<file path="src/rtl/p3p_pkg.sv">
// Shared types and constants for the SRAM arbiter slice: data word type,
// SRAM address width, FSM state encoding and a couple of index helpers.
package p3p_pkg;

    typedef logic signed [15:0] num;

    localparam int NUM_W       = 16;
    localparam int SRAM_ADDR_W = 21;

    typedef enum logic [1:0] {
        IDLE  = 2'd0,
        ISSUE = 2'd1,
        WAIT  = 2'd2
    } arb_state_e;

    // Width of an index into n requesters (at least one bit).
    function automatic int idx_w(input int n);
        return (n > 1) ? $clog2(n) : 1;
    endfunction

    // (p + k) mod n for p, k in [0, n).
    function automatic int rr_wrap(input int p, input int k, input int n);
        return ((p + k) >= n) ? (p + k - n) : (p + k);
    endfunction

endpackage

</file>
<file path="src/rtl/sram_arbiter_if.sv">
// Client-side and controller-side signal bundle of the SRAM arbiter.
// The arbiter uses the slave modport; the clients/controller side uses master.
interface sram_arbiter_if
    import p3p_pkg::*;
#(
    parameter int N_REQ  = 3,
    parameter int ADDR_W = SRAM_ADDR_W
);
    logic [N_REQ-1:0]        req;
    logic [N_REQ-1:0]        we;
    logic [N_REQ*ADDR_W-1:0] addr;
    logic [N_REQ*NUM_W-1:0]  wdata;
    logic [N_REQ-1:0]        gnt;
    logic [N_REQ-1:0]        done;
    num                      rdata;
    logic [ADDR_W-1:0]       sram_addr;
    num                      sram_wdata;
    logic                    read_data;
    logic                    write_data;
    logic                    sram_ready;
    num                      data_in;

    modport slave (
        input  req, we, addr, wdata, sram_ready, data_in,
        output gnt, done, rdata, sram_addr, sram_wdata, read_data, write_data
    );

    modport master (
        output req, we, addr, wdata, sram_ready, data_in,
        input  gnt, done, rdata, sram_addr, sram_wdata, read_data, write_data
    );

endinterface

</file>
<file path="src/rtl/rr_select.sv">
// Combinational round-robin pick: first eligible index at or after the
// pointer, wrapping around.
module rr_select
    import p3p_pkg::*;
#(
    parameter int N  = 3,
    parameter int IW = idx_w(N)
) (
    input  logic [N-1:0]  eligible,
    input  logic [IW-1:0] pointer,
    output logic [N-1:0]  onehot,
    output logic [IW-1:0] index,
    output logic          valid
);
    logic [IW-1:0] pos_s;
    logic          take_s;

    // Scan from the pointer outward; the first hit locks out later candidates.
    always_comb begin
        onehot = '0;
        index  = '0;
        valid  = 1'b0;
        pos_s  = '0;
        take_s = 1'b0;
        for (int k = 0; k < N; k++) begin
            pos_s         = IW'(rr_wrap(int'(pointer), k, N));
            take_s        = ~valid & eligible[pos_s];
            onehot[pos_s] = take_s;
            index         = take_s ? pos_s : index;
            valid         = valid | take_s;
        end
    end

endmodule

</file>
<file path="src/rtl/sram_arbiter.sv">
// Round-robin arbiter sharing one SRAM controller port between N_REQ clients,
// one transaction at a time: IDLE -> ISSUE (strobe) -> WAIT (completion).
module sram_arbiter
    import p3p_pkg::*;
#(
    parameter int N_REQ  = 3,
    parameter int ADDR_W = SRAM_ADDR_W
) (
    input  logic          clk,
    input  logic          reset,
    sram_arbiter_if.slave bus
);
    localparam int IW = idx_w(N_REQ);

    arb_state_e        state_r;
    arb_state_e        state_nxt_s;
    logic [IW-1:0]     ptr_r;
    logic [IW-1:0]     win_idx_r;
    logic [IW-1:0]     sel_idx_s;
    logic [N_REQ-1:0]  eligible_s;
    logic [N_REQ-1:0]  sel_onehot_s;
    logic [N_REQ-1:0]  gnt_r;
    logic [N_REQ-1:0]  done_r;
    logic              sel_valid_s;
    logic              sel_we_s;
    logic              grant_s;
    logic              complete_s;
    logic              we_r;
    logic              rd_stb_r;
    logic              wr_stb_r;
    logic [ADDR_W-1:0] addr_r;
    num                wdata_r;
    num                rdata_r;

    // A client finishing this cycle must not win again until its done pulse is gone.
    assign eligible_s = bus.req & ~done_r;

    rr_select #(.N(N_REQ), .IW(IW)) u_rr_select (
        .eligible (eligible_s),
        .pointer  (ptr_r),
        .onehot   (sel_onehot_s),
        .index    (sel_idx_s),
        .valid    (sel_valid_s)
    );

    assign sel_we_s   = bus.we[sel_idx_s];
    assign grant_s    = (state_r == IDLE) & sel_valid_s & bus.sram_ready;
    assign complete_s = (state_r == WAIT) & bus.sram_ready;

    // Next-state logic.
    always_comb begin
        state_nxt_s = state_r;
        case (state_r)
            IDLE:    state_nxt_s = grant_s ? ISSUE : IDLE;
            ISSUE:   state_nxt_s = WAIT;
            WAIT:    state_nxt_s = complete_s ? IDLE : WAIT;
            default: state_nxt_s = IDLE;
        endcase
    end

    // State register.
    always_ff @(posedge clk) begin
        if (reset) begin
            state_r <= IDLE;
        end else begin
            state_r <= state_nxt_s;
        end
    end

    // Command latch, strobes, grant/done, pointer and read-data registers.
    always_ff @(posedge clk) begin
        if (reset) begin
            rd_stb_r  <= 1'b0;
            wr_stb_r  <= 1'b0;
            gnt_r     <= '0;
            done_r    <= '0;
            win_idx_r <= '0;
            ptr_r     <= '0;
            we_r      <= 1'b0;
            addr_r    <= '0;
            wdata_r   <= 16'sd0;
            rdata_r   <= 16'sd0;
        end else begin
            // Strobes are set on the grant edge so they are high exactly during ISSUE.
            rd_stb_r <= grant_s & ~sel_we_s;
            wr_stb_r <= grant_s & sel_we_s;
            done_r   <= complete_s ? gnt_r : '0;
            if (grant_s) begin
                gnt_r     <= sel_onehot_s;
                win_idx_r <= sel_idx_s;
                we_r      <= sel_we_s;
                addr_r    <= bus.addr[int'(sel_idx_s)*ADDR_W +: ADDR_W];
                wdata_r   <= bus.wdata[int'(sel_idx_s)*NUM_W +: NUM_W];
            end else if (complete_s) begin
                gnt_r <= '0;
            end else begin
                gnt_r <= gnt_r;
            end
            if (state_r == ISSUE) begin
                ptr_r <= (win_idx_r == IW'(N_REQ - 1)) ? '0 : win_idx_r + IW'(1);
            end else begin
                ptr_r <= ptr_r;
            end
            if (complete_s && !we_r) begin
                rdata_r <= bus.data_in;
            end else begin
                rdata_r <= rdata_r;
            end
        end
    end

    assign bus.gnt        = gnt_r;
    assign bus.done       = done_r;
    assign bus.rdata      = rdata_r;
    assign bus.sram_addr  = addr_r;
    assign bus.sram_wdata = wdata_r;
    assign bus.read_data  = rd_stb_r;
    assign bus.write_data = wr_stb_r;

endmodule

</file>
<file path="src/flat_wrapper.sv">
// flat-port wrapper written by rule: the top's interface ports become plain ports
module sram_arbiter_flat import p3p_pkg::*;
#(
    parameter int N_REQ  = 3,
    parameter int ADDR_W = SRAM_ADDR_W
)
  (clk, reset, bus_req, bus_we, bus_addr, bus_wdata, bus_sram_ready, bus_data_in, bus_gnt, bus_done, bus_rdata, bus_sram_addr, bus_sram_wdata, bus_read_data, bus_write_data);
  sram_arbiter_if #(.N_REQ(N_REQ), .ADDR_W(ADDR_W)) bus_i ();
  input  logic clk;
  input  logic reset;
  input wire logic [$bits(bus_i.req)-1:0] bus_req;
  input wire logic [$bits(bus_i.we)-1:0] bus_we;
  input wire logic [$bits(bus_i.addr)-1:0] bus_addr;
  input wire logic [$bits(bus_i.wdata)-1:0] bus_wdata;
  input wire logic [$bits(bus_i.sram_ready)-1:0] bus_sram_ready;
  input wire logic [$bits(bus_i.data_in)-1:0] bus_data_in;
  output wire logic [$bits(bus_i.gnt)-1:0] bus_gnt;
  output wire logic [$bits(bus_i.done)-1:0] bus_done;
  output wire logic [$bits(bus_i.rdata)-1:0] bus_rdata;
  output wire logic [$bits(bus_i.sram_addr)-1:0] bus_sram_addr;
  output wire logic [$bits(bus_i.sram_wdata)-1:0] bus_sram_wdata;
  output wire logic [$bits(bus_i.read_data)-1:0] bus_read_data;
  output wire logic [$bits(bus_i.write_data)-1:0] bus_write_data;
  assign bus_i.req = bus_req;
  assign bus_i.we = bus_we;
  assign bus_i.addr = bus_addr;
  assign bus_i.wdata = bus_wdata;
  assign bus_i.sram_ready = bus_sram_ready;
  assign bus_i.data_in = bus_data_in;
  assign bus_gnt = bus_i.gnt;
  assign bus_done = bus_i.done;
  assign bus_rdata = bus_i.rdata;
  assign bus_sram_addr = bus_i.sram_addr;
  assign bus_sram_wdata = bus_i.sram_wdata;
  assign bus_read_data = bus_i.read_data;
  assign bus_write_data = bus_i.write_data;
  sram_arbiter #(.N_REQ(N_REQ), .ADDR_W(ADDR_W)) u_core (.clk(clk), .reset(reset), .bus(bus_i));
endmodule
</file>
<file path="config.mk">
export PLATFORM = sky130hd
export DESIGN_NAME = sram_arbiter_flat
export DESIGN_NICKNAME = d
export VERILOG_FILES = /design/src/rtl/p3p_pkg.sv /design/src/rtl/sram_arbiter_if.sv /design/src/rtl/rr_select.sv /design/src/rtl/sram_arbiter.sv /design/src/flat_wrapper.sv
export SDC_FILE = /design/constraint.sdc
export NUM_CORES = 1
export LEC_CHECK = 0
export BUFFER_PORTS_ARGS = -buffer_cell sky130_fd_sc_hd__buf_2
export CELL_PAD_IN_SITES_DETAIL_PLACEMENT = 1
export CELL_PAD_IN_SITES_GLOBAL_PLACEMENT = 1
export CORE_UTILIZATION = 27
export DETAILED_ROUTE_END_ITERATION = 6
export GPL_ROUTABILITY_DRIVEN = 0
export PLACE_DENSITY = 0.85
export SYNTH_ARGS = -nofsm -noshare
export SYNTH_HDL_FRONTEND = slang
export SYNTH_SLANG_ARGS = --single-unit
</file>
<file path="constraint.sdc">
create_clock -name clk -period 2.34 [get_ports clk]
set_clock_uncertainty 0.1 [all_clocks]
set_input_delay 0.117 -clock clk [delete_from_list [all_inputs] [get_ports clk]]
set_output_delay 0.117 -clock clk [all_outputs]
set_load 0.01 [all_outputs]
</file>
-- Word-level counts from Yosys, hierarchy flattened
Cells that the tools add are included.
- $add $sub $neg: 6
- multipliers: 1
- magnitude comparators: 10
- eq/ne operators: 3
- shift operators: 2
- mux-type cells: 28
- bitwise logic cells: 16
- reductions and logical operators: 8
- operators by type and width (kind ; number):
    indexed part select 63 x 32 -> 21 bit ; 1
    indexed part select 48 x 7 -> 16 bit ; 1
    two-way mux 2 bit ; 8
    < comparator 2 x 3 -> 1 bit, second input constant ; 4
    binary-select mux 1 bit (select 2 bit) ; 4
    two-way mux 1 bit ; 8
    bitwise AND 1 bit ; 7
    multiplier 2 x 5 -> 7 bit, second input constant ; 1
    bitwise AND 3 bit ; 2
    bitwise mux 3 bit ; 2
    demux 1 bit (select 2 bit) ; 3
    greater-or-equal comparator 2 x 1 -> 1 bit, second input constant ; 3
    greater-or-equal comparator 3 x 2 -> 1 bit, second input constant ; 2
    two-way mux 3 bit ; 2
    case mux 2 bit (3 select lines) ; 1
    subtractor 2 bit, second input constant ; 3
    equality test 2 bit, second input constant ; 2
    logical AND 1 bit ; 4
    inverter 1 bit ; 4
    adder 2 x 1 -> 3 bit, second input constant ; 1
    adder 2 x 2 -> 3 bit, second input constant ; 1
    inverter 3 bit ; 1
    adder 2 x 1 -> 2 bit, second input constant ; 1
    equality test 2 x 1 -> 1 bit, second input constant ; 1
    other kinds (6) ; 7
- bits in registers: 68
- bits of input ports: 136
- output and inout bits: 61
- logic and storage cells: 85

-- Longest topological paths before layout
- word-level depth: 14
- mapped depth: 11
- mapped depth without buffers: 8

-- Cells and area by module
Synthesis repeated with hierarchy kept, for this count alone.
- cell total of the unflattened synthesis: 397
- area total of the unflattened synthesis: 3510.9 um2
- modules (own cells, without submodules) (module ; instances ; cells an instance ; area an instance (um2)):
    sram_arbiter ; 1 ; 343 ; 3158.0
    rr_select ; 1 ; 54 ; 352.8

-- Least setup slack after synthesis
No wires, ideal clock.
- path type: reg-to-reg
- start: register u_core.ptr_r[0]
- end: register u_core.addr_r[16] (netlist: u_core.bus.sram_addr[16])
- library setup time: 0.124 ns
- arrival: 2.034 ns
- required time: 2.116 ns
- setup slack: 0.081 ns
- stages on the path, launching flop included: 12
- path buffers: 3
- period minus slack after synthesis: 2.259 ns
- cells stage by stage: dfxtp_1 > inv_1 > ha_1 > clkbuf_2 > nor2b_1 > o21ai_1 > o211a_2 > a31oi_2 > buf_6 > buf_8 > mux2i_1 > o21ai_1
- cells in the longest elaborated chain, start to end: 12
- RTL lines (what ; RTL line ; RTL):
    from (decl) ; sram_arbiter.sv:17 ; logic [IW-1:0] ptr_r;
    from (signal assigned) ; sram_arbiter.sv:100 ; ptr_r <= (win_idx_r == IW'(N_REQ - 1)) ? '0 : win_idx_r + IW'(1);
    from (signal assigned) ; sram_arbiter.sv:102 ; ptr_r <= ptr_r;
    adder 2 x 1 -> 3 bit (tied with other cells) ; p3p_pkg.sv:23 ; return ((p + k) >= n) ? (p + k - n) : (p + k);
    greater-or-equal comparator 3 x 2 -> 1 bit (tied with other cells) ; p3p_pkg.sv:23 ;
    two-way mux 2 bit / binary-select mux 1 bit (select 2 bit) (equally long branches) ; p3p_pkg.sv:23, rr_select.sv:27 ;
    binary-select mux 1 bit (select 2 bit) / two-way mux 1 bit (equally long branches) ; rr_select.sv:27 ; take_s = ~valid & eligible[pos_s];
    two-way mux 1 bit (implied by the code) / inverter 1 bit (equally long branches) ; rr_select.sv:27 ;
    bitwise AND 1 bit ; rr_select.sv:27 ;
    OR 1 bit ; rr_select.sv:30 ; valid = valid | take_s;
    inverter 1 bit ; rr_select.sv:27 ;
    bitwise AND 1 bit ; rr_select.sv:27 ;
    two-way mux 2 bit / OR 1 bit (equally long branches) ; rr_select.sv:29, rr_select.sv:30 ;
    multiplier 2 x 5 -> 7 bit / bitwise AND 1 bit (equally long branches) ; sram_arbiter.sv:92, sram_arbiter.sv:47 ;
    indexed part select 63 x 32 -> 21 bit / bitwise AND 1 bit (equally long branches) ; sram_arbiter.sv:92, sram_arbiter.sv:47 ;
    to (signal assigned) ; sram_arbiter.sv:92 ; addr_r <= bus.addr[int'(sel_idx_s)*ADDR_W +: ADDR_W];
    to (decl) ; sram_arbiter.sv:31 ; logic [ADDR_W-1:0] addr_r;
Parallel ways exist; a longest one is shown, timed or not. The select of a mux whose other input is x is not followed.
A chain may end at the register's enable or synchronous reset.

-- Final worst setup path
- start: register u_core.ptr_r[1]
- end: register u_core.addr_r[19] (netlist: u_core.bus.sram_addr[19])
The elaborated chain is that of the path after synthesis.

==> impl_metrics.toml <==
[worst_hold_path]
holdCritPathClass = "primary input to flop"
whs_endpoint = "u_core.bus.sram_addr[12]$_SDFFE_PP0P_"
hold_depth = 3
min_from = "bus_addr[12]"

[logic_synthesis]
synth-compound-area-share_pct = 25.7
synth-seq-cells = 68
syn_nets = 504
synth-xor-area-share_pct = 0
synth_common_cells = "dfxtp_1 (68), nand2_1 (40), a22oi_1 (38), mux2i_1 (38), a21oi_1 (29)"
yosys.cell_count.top_type = "dfxtp_1"
async_flop_share_pct = 0
ys.flop_type = "dfxtp_1"
synth_top_family_by_area = "compound AO/OA/AOI/OAI gates"
synth_edf_count = 0
synthTopCellsByArea = "dfxtp_1 (42%), mux2i_1 (12%), a22oi_1 (8.8%)"
synthAdderAreaFrac_pct = 1.54
syn_area_per_cell_um2 = 8.95
netlist_instances = 364
synth.distinct_cells = 48
muxShareOfSynthArea_pct = 11.7
synth_warnings = 0
yosysTopAreaCellShare_pct = 41.8
ys_seq_area_share_pct = 41.8
syn-cell-area_um2 = 3260
synth-simple-area-share_pct = 13.6
yosysTopAreaCell = "dfxtp_1"

[critical_path]
reg2reg_to = "u_core.bus.sram_addr[19]$_SDFFE_PP0P_"
critical_path_class = "flop to flop"
reg2regPathDepth = 9
crit_chain = "inv_4 > ha_4 > inv_2 > or3_4 > o211a_4 > a31oi_4 > buf_12 > mux2i_1 > o21ai_1"
required_ps = 2460
slowest_delay_ps = 560
cp_num_buf_inv = 3
r2r_setup_slack_ps = -230
endpoint_kind = "flop"
cp_max_fo = 18
reg2reg_from = "u_core.ptr_r[1]$_SDFFE_PP0N_"
start_kind = "flop"
cp_top_family = "multiplexers"
worstPathArrival_ps = 2690
cp_slowest_cell = "mux2i_1"

[detailed_routing]
dr.first_iter.drc_count = 375
routedWlPerCell_um = 23.8
drt-total-wl_um = 20700
drc = 18
via_per_inst = 5.37
firstDrtPassIters = 7
vias = 4665
ant_nets = 0

[sta]
slew-limit-headroom_pct = 59.0
rsz0062_at_grt = "true"
fin_crit_sh_pct = 110
slew_violations = 0
setup_viol = 6
tightest_slew_ps = 599
hold_violations = 2
finalCriticalPeriod_ps = 2570
setup_slack_ps = -231
fmax_mhz = 389
worst_hold_slack_ps = -12.8
fin_setup_tns_ps = -453

[layout]
syn_to_final_growth_pct = 103
n_fill_cell = 1366
layoutNonFillerInstCount = 868
design_area_um2 = 6600
finish.utilization_pct = 56.9
final_layout_size_suffix_gt1_share_pct = 44.2
layout.nets = 856

[floorplanning]
core_region_area_um2 = 11600
die-width_um = 112
die_h_um = 112
start_util_pct = 28.1
io_pins = 197
dieArea_um2 = 12500
num_rows = 39

[run_status]
violations = "DRC, hold timing, setup timing"
outcome = "finished, violations left"

[cts]
worstSkewPairLatency_ps = 340
numClockSinks = 68
cts_buffers = 9
cts_max_path_buffers = 2
cts_tree = "done"
root_buffer = "clkbuf_16"
cts.clk_slew.worst_paths_ps = 70
h-tree-depth = 3

[grt]
grt_max_degree = 39
first_global_vias = 5166
grt_pass1_wl_um = 27600
track_usage_pct = 28.8
antenna_found_initial = 5
gr-total-overflow = 0

[placement]
hpwl_um = 9740
dp_cells = 717
io_buffer_count = 196
postPlaceCellArea_um2 = 4660

[job]
max_cap_violations = 0

[power]
p_per_area_nw_per_um2 = 647
p_leak_nw = 3.07
peakVddDrop_mv = 0.448
repair_timing:
item | CTS | global route
cloned | 1 | 5
endpoints found under the setup margin | 45 | 45
pin swaps | 3 | 8
hold buffers | 116 | 1
setup buffers | 2 | 6
hold endpoints to repair | 55 | 1
gates resized for setup | 14 | 53
state kept, by name (all words and copies together), names as in the netlist:
register / cells
u_core.bus.rdata: 16
u_core.bus.sram_wdata: 16
u_core.bus.read_data: 1
u_core.ptr_r: 2
u_core.bus.done: 3
u_core.bus.sram_addr: 21
u_core.state_r: 2
u_core.bus.write_data: 1
u_core.we_r: 1
u_core.bus.gnt: 3
u_core.win_idx_r: 2
worst max path at each step:
stage / from / end / slack (ps) / cells past startpoint
CTS: u_core.ptr_r[1]$_SDFFE_PP0N_ / u_core.bus.sram_addr[10]$_SDFFE_PP0P_ / -10 / 10
global route: u_core.ptr_r[1]$_SDFFE_PP0N_ / u_core.bus.sram_addr[19]$_SDFFE_PP0P_ / -400 / 9
detailed placement: u_core.ptr_r[0]$_SDFFE_PP0N_ / u_core.bus.gnt[0]$_SDFFE_PP0P_ / -390 / 9
finish: u_core.ptr_r[1]$_SDFFE_PP0N_ / u_core.bus.sram_addr[19]$_SDFFE_PP0P_ / -230 / 9
global placement: u_core.ptr_r[0]$_SDFFE_PP0N_ / u_core.bus.gnt[0]$_SDFFE_PP0P_ / -20 / 9
floorplan: u_core.ptr_r[0]$_SDFFE_PP0N_ / u_core.bus.sram_addr[16]$_SDFFE_PP0P_ / 80 / 11
worst min-delay path: stages:
cell,delay (ps)
buf_2,70
mux2i_1,70
o21ai_1,120
where the power goes:
part	internal, mW	total, mW	switching, mW	leakage (nW)
Clock	0.994	1.58	0.582	0.158
Sequential	1.28	1.38	0.105	0.557
Combinational	0.662	1.31	0.648	2.35
per-layer routing:
metal  GRT usage [%]  routed length, µm  vias up
li1                -                  -     2045
met1            26.8               6890     2215
met2            54.5              10600      286
met3            7.89               1670      117
met4            19.1               1530        2
met5               0                  9        -
kinds of logic (layout without fill, tap and decap cells):
group | after synthesis | count (layout)
compound gates | 133 | 133
simple gates | 90 | 90
flops | 68 | 68
mux | 38 | 38
buf+inv | 31 | 388
fa+ha+maj | 4 | 4
other cells | 0 | 4
area by class of cell:
cell class / instances / area [µm²] / area share (%)
Inverter: 4 / 17.5 / 0.265
Clock inverter: 5 / 83.8 / 1.27
Tap cell: 143 / 179 / 2.71
Multi-Input combinational cell: 265 / 1960 / 29.7
Antenna cell: 4 / 10.0 / 0.152
Timing Repair Buffer: 368 / 2730 / 41.3
Sequential cell: 68 / 1370 / 20.7
Clock buffer: 11 / 253 / 3.83
cells in the final DEF, fill, tap and decap left out, types with 3 or more instances in the layout:
cell	count
a21oi_1	28
nand2_1	40
diode_2	4
dlygate4sd3_1	117
buf_2	196
nor2b_1	4
buf_6	3
buf_12	5
nor3_1	7
a22oi_1	18
clkbuf_16	13
o21ai_1	31
o21ai_0	10
dfxtp_1	66
nand2b_1	4
o21ai_2	3
nor2_1	11
mux2i_1	35
o211ai_1	5
nor3b_1	5
buf_4	42
a22oi_2	20
per-stage QoR:
step           setup WS (ps)  total power, mW
6_report                -231             4.27
4_1_cts                -14.8             4.01
2_1_floorplan           81.3             1.81
3_3_place_gp           -15.5             2.20
5_1_grt                 -396             4.42
3_5_place_dp            -387             2.26
No activity file was read; power rests on OpenSTA's default activity.
